**config.mk**
```make
export PLATFORM = sky130hd
export DESIGN_NAME = fpgapu_audio_stream
export DESIGN_NICKNAME = d
export VERILOG_FILES = /design/src/rtl/fpgapu_audio_stream.sv
export SDC_FILE = /design/constraint.sdc
export NUM_CORES = 1
export LEC_CHECK = 0
export ABC_AREA = 1
export BUFFER_PORTS_ARGS = -buffer_cell sky130_fd_sc_hd__buf_2
export CORE_MARGIN = 2
export CORE_UTILIZATION = 50
export DETAILED_ROUTE_END_ITERATION = 10
export PLACE_DENSITY = 0.73
export SETUP_SLACK_MARGIN = 0.05
export SLEW_MARGIN = 10
export SYNTH_ARGS = -nofsm -noshare
export SYNTH_HDL_FRONTEND = slang
export SYNTH_SLANG_ARGS = --single-unit
```
**constraint.sdc**
```tcl
create_clock -name i_clk -period 4.7 [get_ports i_clk]
set_input_delay 0.47 -clock i_clk [delete_from_list [all_inputs] [get_ports i_clk]]
set_output_delay 0.47 -clock i_clk [all_outputs]
set_load 0.02 [all_outputs]
```
**src/rtl/fpgapu_audio_stream.sv**
```systemverilog
// APU sample back-end: IIR low-pass, fractional-rate decimation, width
// rescaling and a first-word-fall-through FIFO with sticky overflow.
module fpgapu_audio_stream #(
   parameter int CLOCK_FREQ  = 1_000_000,
   parameter int SAMPLE_RATE = 44_100,
   parameter int IN_WIDTH    = 9,
   parameter int OUT_WIDTH   = 8,
   parameter int LPF_SHIFT   = 0,
   parameter int FIFO_DEPTH  = 16
) (
   input  logic                        i_clk,
   input  logic                        i_rst,
   input  logic [IN_WIDTH-1:0]         i_sample,
   input  logic                        i_enable,
   output logic [OUT_WIDTH-1:0]        o_data,
   output logic                        o_valid,
   input  logic                        i_ready,
   output logic [$clog2(FIFO_DEPTH):0] o_level,
   output logic                        o_overflow,
   input  logic                        i_clear_overflow
);
   localparam int YW    = IN_WIDTH + LPF_SHIFT;
   localparam int ACC_W = $clog2(CLOCK_FREQ + SAMPLE_RATE + 1);
   localparam int AW    = $clog2(FIFO_DEPTH);
   localparam logic [ACC_W-1:0] C_RATE  = ACC_W'(SAMPLE_RATE);
   localparam logic [ACC_W-1:0] C_CLK   = ACC_W'(CLOCK_FREQ);
   localparam logic [AW:0]      C_DEPTH = (AW+1)'(FIFO_DEPTH);

   logic [YW-1:0]        r_y;
   logic [YW:0]          w_y_next;
   logic [IN_WIDTH-1:0]  w_f;
   logic [OUT_WIDTH-1:0] w_word;
   logic [ACC_W-1:0]     r_acc;
   logic [ACC_W-1:0]     w_acc_sum;
   logic                 w_tick;
   logic                 w_push;
   logic                 w_pop;
   logic [AW-1:0]        r_wr_ptr;
   logic [AW-1:0]        r_rd_ptr;
   logic [AW:0]          r_level;
   logic                 r_overflow;
   logic [OUT_WIDTH-1:0] r_mem [FIFO_DEPTH];

   // One extra bit keeps the subtract-then-add free of wrap; the result fits in YW bits.
   assign w_y_next = {1'b0, r_y} - ({1'b0, r_y} >> LPF_SHIFT) + (YW+1)'(i_sample);
   assign w_f      = IN_WIDTH'(r_y >> LPF_SHIFT);

   generate
      if (OUT_WIDTH <= IN_WIDTH) begin : g_narrow
         assign w_word = w_f[IN_WIDTH-1 -: OUT_WIDTH];
      end else begin : g_wide
         assign w_word = {w_f, {(OUT_WIDTH-IN_WIDTH){1'b0}}};
      end
   endgenerate

   assign w_acc_sum = r_acc + C_RATE;
   assign w_tick    = i_enable && (w_acc_sum >= C_CLK);

   assign o_valid    = (r_level != '0);
   assign w_pop      = o_valid && i_ready;
   assign w_push     = w_tick && ((r_level < C_DEPTH) || w_pop);
   assign o_level    = r_level;
   assign o_overflow = r_overflow;
   // Gating keeps stale memory off the bus while empty or in reset.
   assign o_data     = o_valid ? r_mem[r_rd_ptr] : '0;

   always_ff @(posedge i_clk or posedge i_rst) begin
      if (i_rst) begin
         r_y   <= '0;
         r_acc <= '0;
      end else if (i_enable) begin
         r_y   <= w_y_next[YW-1:0];
         r_acc <= w_tick ? (w_acc_sum - C_CLK) : w_acc_sum;
      end
   end

   always_ff @(posedge i_clk) begin
      if (w_push) r_mem[r_wr_ptr] <= w_word;
   end

   always_ff @(posedge i_clk or posedge i_rst) begin
      if (i_rst) begin
         r_wr_ptr   <= '0;
         r_rd_ptr   <= '0;
         r_level    <= '0;
         r_overflow <= 1'b0;
      end else begin
         if (w_push) r_wr_ptr <= r_wr_ptr + 1'b1;
         if (w_pop)  r_rd_ptr <= r_rd_ptr + 1'b1;
         case ({w_push, w_pop})
            2'b10:   r_level <= r_level + 1'b1;
            2'b01:   r_level <= r_level - 1'b1;
            default: r_level <= r_level;
         endcase
         if (w_tick && !w_push)  r_overflow <= 1'b1;
         else if (i_clear_overflow) r_overflow <= 1'b0;
      end
   end
endmodule

```
-- After elaboration in Yosys (flattened, before gate mapping)
Memory sizes are Yosys's and may differ from the RTL's.
Cells that the tools add are included.
- register bits: 43
- bits in writable memories: 128
- memories: 1
- output and inout port bits: 15
- add/subtract/negate cells: 8
- magnitude comparators: 2
- equal/unequal tests: 2
- muxes and demuxes: 7
- reductions and logical operators: 9
- memories (memory ; depth ; bits a word ; rd ports ; clocked after Yosys merged registers in ; write ports ; RTL line ; source):
    r_mem ; 16 ; 8 ; 1 ; 0 ; 1 ; 42 ; logic [OUT_WIDTH-1:0] r_mem [FIFO_DEPTH];
- operators by type and width (operator ; number):
    adder 20 x 16 -> 20 bit, second input constant ; 1
    >= comparator 20 bit, second input constant ; 1
    two-way mux 20 bit ; 1
    subtractor 20 bit, second input constant ; 1
    one-hot mux 5 bit (2 select lines) ; 1
    adder 9 bit ; 1
    subtractor 9 bit ; 1
    adder 4 x 1 -> 4 bit, second input constant ; 2
    two-way mux 8 bit ; 1
    adder 5 x 1 -> 5 bit, second input constant ; 1
    less-than comparator 5 bit, second input constant ; 1
    nonzero test 5 bit ; 1
    subtractor 5 x 1 -> 5 bit, second input constant ; 1
    logical AND 1 bit ; 4
    two-way mux 1 bit ; 4
    nonzero test 2 bit ; 2
    equality test 2 x 1 -> 1 bit, second input constant ; 1
    equality test 2 bit, second input constant ; 1
    zero test 1 bit ; 1
    logical OR 1 bit ; 1

-- Longest topological paths before layout
- depth after elaboration: 7
- depth in mapped cells: 26
- gate-level depth less buffers: 26

-- Worst setup path before layout
Ideal clock, no wire load.
- path kind: flip-flop to flip-flop
- start point: register r_acc[2]
- end point: register r_level[4], in the netlist o_level[4]
- setup slack: 1.210 ns
- stages on the path, launching flop included: 25
- path buffers: 0
- arrival time: 3.359 ns
- clock period less this slack: 3.490 ns
- cell sequence: dfrtp_1 > ha_1 > nand3_4 > xor2_1 > inv_1 > ha_1 > nand2_1 > inv_1 > nand2_1 > nor2_1 > nand3_1 > nor2_1 > nand3_1 > nand3_2 > nand3_4 > nor2_4 > inv_1 > ha_1 > xor2_1 > ha_1 > o21ai_0 > o21ai_0 > a21oi_1 > o21ai_0 > xor2_1
- cells in the longest elaborated chain, start to end: 6
- RTL lines (what ; RTL line ; source):
    start: declaration ; 33 ; logic [ACC_W-1:0] r_acc;
    start signal: assignment ; 73 ; r_acc <= w_tick ? (w_acc_sum - C_CLK) : w_acc_sum;
    adder 20 x 16 -> 20 bit (*) ; 56 ; assign w_acc_sum = r_acc + C_RATE;
    >= comparator 20 bit (*) ; 57 ; assign w_tick = i_enable && (w_acc_sum >= C_CLK);
    logical AND 1 bit (*) ; 57 ;
    logical AND 1 bit (*) ; 61 ; assign w_push = w_tick && ((r_level < C_DEPTH) || w_pop);
    equality test 2 x 1 -> 1 bit / equality test 2 bit (equally long branches) ; 90 ; case ({w_push, w_pop})
    one-hot mux 5 bit (2 select lines) / nonzero test 2 bit (equally long branches) ; -- ;
    end signal: assignment ; 91 ; 2'b10: r_level <= r_level + 1'b1;
    end signal: assignment ; 92 ; 2'b01: r_level <= r_level - 1'b1;
    end signal: assignment ; 93 ; default: r_level <= r_level;
    end: declaration ; 40 ; logic [AW:0] r_level;
Mark *: on every way between the ends. The rest lies on a longest branch, timed or not.
A chain may end at the register's enable or synchronous reset.

-- Worst setup path after layout
Same ends and word-level chain as after synthesis.

==> metrics <==
CP max stage delay 430 ps; Post-synth EDFFs 128; Seq pwr share 0.370; Setup WS pre-CTS 854 ps; vias per inst 5.48; Seq/Total Area, Yosys 0.570; commonest cells in the netlist 164 x nand2_1, 129 x nor2_1, 128 x edfxtp_1; fin nets 949; DR vias 6,225; R2R Path Start r_acc[2]; outcome finished, final reports clean; P_int 3.58 mW; CTS Sinks 168; Switching Fraction 0.441; Avg Cell Area, Syn 9.73 µm²; core area 0.0166 mm²; final worst slack 776 ps; RSZ-0062 raised after global routing no; r2r endpoint o_level[4]; first-pass GRT wire length 29,900 µm; worst slew pin tran 904 ps; Post-Synth XOR/XNOR Area 0.0268; clk buf depth 2; CTS root buffer clkbuf_16; Mapped Cells 874; ys flop type edfxtp_1; most numerous cell in the Yosys netlist nand2_1; max-cap violations 0; YS warnings 0; Antenna diodes 0; setup bufs post-CTS 0; worst-path maximum fanout 6; Critical Path Start Type flop; Yosys top cell area share 0.452; fin crit share 0.835; clock slew at reported path FFs 70 ps; syn_nets 921; min Tclk post-route 3920 ps; Min Hold Slack 163 ps; final hold violations 0; drt wl/cell 16.4 µm; switching power 2.82 mW; clk_lat worst skew 430 ps; fraction of layout cells with a size suffix above 1 0.127; DIE AREA 0.0181 mm²; Post-DP HPWL 12,100 µm; Unique masters post-synth 38; Crit. End Element flop; Pleak 3.81 nW; Max Slew Vio Count 0; main combinational cell family by area after synthesis simple AND/OR/NAND/NOR gates; DRC 0; H-tree levels 4; min-delay worst type in -> async; TNS Setup 0 ps; die height 134 µm; vias in the first global route 5,915; Remaining Overflow, GRT 0; total CTS buffers 17; Clk network pwr share 0.202; RePlAce Congestion 0.893; WP data required 5000 ps; IO buf count 27; relative slew slack 0.394; ranking of synthesized cells by area edfxtp_1 45%, dfrtp_1 12%, nand2_1 7.2%; hold buffer count at cts 0; WP buf/inv 3; biggest area consumer among synthesized cells edfxtp_1; Worst Clk Skew 8.85 ps; I/O pin count 29; most frequent CP cell ha_1; maximum VDD drop 0.538 mV; DIE WIDTH 134 µm; kind of critical path reg -> reg; Total Routing Usage GR 0.218; Seq cells post-synth 168; Fill cells 1,461; async set or reset register ratio after synthesis 0.238; antenna violations before repair 0; Pwr Density 678 mW/mm²; # setup viols final 0; Routed WL 18,700 µm; reg2reg setup slack 780 ps; complex-gate fraction of the synthesized area 0.105; initial core utilization 0.513; Area Overhead vs Synth 10.8%; Comb power frac 0.429; number of nets with antenna violations after routing 0; crit-path cells ha_1, nand3_4, xor2_1, inv_1, ha_1, nand2_1, inv_1, nand2_1, nor2_1, nand3_1, nor2_1, nand3_1, nand3_2, nand3_4, nor2_4, inv_1, ha_1, xor2_1, ha_1, o21ai_0, o21ai_0, a21oi_1, o21ai_0, xor2_1; multiplexer share of the synthesized area 0; Crit path arrival time 4230 ps; Register-to-Register Path Depth 24; 1st-pass router iterations 5; Synth Area in Adders 0.0495; Critical-path top delay cell dfrtp_1; simple-gate area share of the yosys netlist 0.203; TritonCTS clock tree done; delay-heaviest family, CP simple AND/OR/NAND/NOR gates; FMAX 255 MHz; Cell Area, Synth 0.00850 mm²; DRT iter0 DRCs 520; largest net degree at the start of global routing 67; Rows 47; cts repair resizes 0
## kinds of logic after synthesis
| kind of cell | count (synthesis) |
|---|---|
| flops | 168 |
| xor+xnor | 26 |
| compound gates | 155 |
| simple gates | 392 |
| fa+ha+maj | 33 |
| buf+inv | 100 |
## worst register-to-register path, stage by stage (launching register included)
cell	delay (ps)
dfrtp_1	430
ha_1	250
nand3_4	120
xor2_1	210
inv_1	100
ha_1	140
nand2_1	50
inv_1	40
nand2_1	40
nor2_1	120
nand3_1	150
nor2_1	130
nand3_1	110
nand3_2	170
nand3_4	150
nor2_4	120
inv_1	70
ha_1	280
xor2_1	180
ha_1	210
o21ai_0	210
o21ai_0	130
a21oi_1	130
o21ai_0	110
xor2_1	150
## worst max path at each step
stage | start | depth (start not counted) | slack, ps | endpoint
final | r_acc[2] | 24 | 780 | o_level[4]
after detailed placement | r_acc[2] | 24 | 850 | o_level[4]
after global routing | r_acc[2] | 24 | 350 | o_level[4]
after global placement | r_acc[2] | 24 | 900 | o_level[4]
after CTS | r_acc[2] | 24 | 830 | o_level[4]
after floorplan | r_acc[2] | 24 | 1210 | o_level[4]
## area by class of cell
class	count	area, µm²	area share
clock buffer	18	429	0.0455
inverter	69	259	0.0275
clock inverter	14	113	0.0120
timing repair buffer	40	233	0.0247
tap	220	275	0.0292
multi-input combinational	606	3270	0.347
sequential	168	4850	0.514
## state kept, by name, indices dropped and copies added, names as in the netlist
signal,cells
r_wr_ptr,4
r_mem,128
r_rd_ptr,4
o_level,5
r_acc,18
r_y,8
o_overflow,1
## layer usage
metal,vias up,share of wire,GRT usage,wire (µm)
met4,0,0.013,0.0614,243
met1,2990,0.43,0.284,8110
met2,167,0.49,0.373,9170
met5,-,0,0,0
li1,3050,-,-,-
met3,18,0.062,0.0408,1150
## placed cells by master, fill, tap and decap left out, types with 4 or more instances in the layout
cell | netlist | layout
o221ai_1 | 22 | 22
clkbuf_16 | 0 | 17
o21ai_0 | 92 | 92
inv_6 | 0 | 6
o22ai_1 | 11 | 11
xor2_1 | 20 | 20
dfrtp_1 | 40 | 39
nand4_1 | 8 | 8
nand2_1 | 164 | 164
a21oi_1 | 19 | 19
inv_1 | 63 | 61
nand2_2 | 14 | 14
ha_1 | 32 | 32
nor2_2 | 7 | 7
buf_4 | 0 | 13
nand3_1 | 52 | 52
or2_2 | 6 | 6
nor2_1 | 129 | 129
clkinv_1 | 2 | 5
edfxtp_1 | 128 | 128
inv_2 | 4 | 4
xnor2_1 | 6 | 6
buf_2 | 1 | 27
## through the flow
stage,instance area [µm²],power [mW],std cells,utilization
3_3_place_gp,8880,5.04,1103,0.536
6_report,9420,6.39,1135,0.568
2_1_floorplan,8500,4.34,874,-
4_1_cts,9420,6.41,1135,0.568
5_1_grt,9420,6.87,1135,0.568
3_5_place_dp,8880,5.11,1103,0.536
## power groups by stage
stage / Combinational (mW) / Sequential [mW] / Clock (mW)
after floorplan: 2.10 / 2.24 / 0
after global placement: 2.68 / 2.37 / 0
after detailed placement: 2.73 / 2.38 / 0
after CTS: 2.75 / 2.36 / 1.31
after global routing: 3.10 / 2.40 / 1.37
final: 2.74 / 2.36 / 1.29
(Power assumes the default switching activity.)
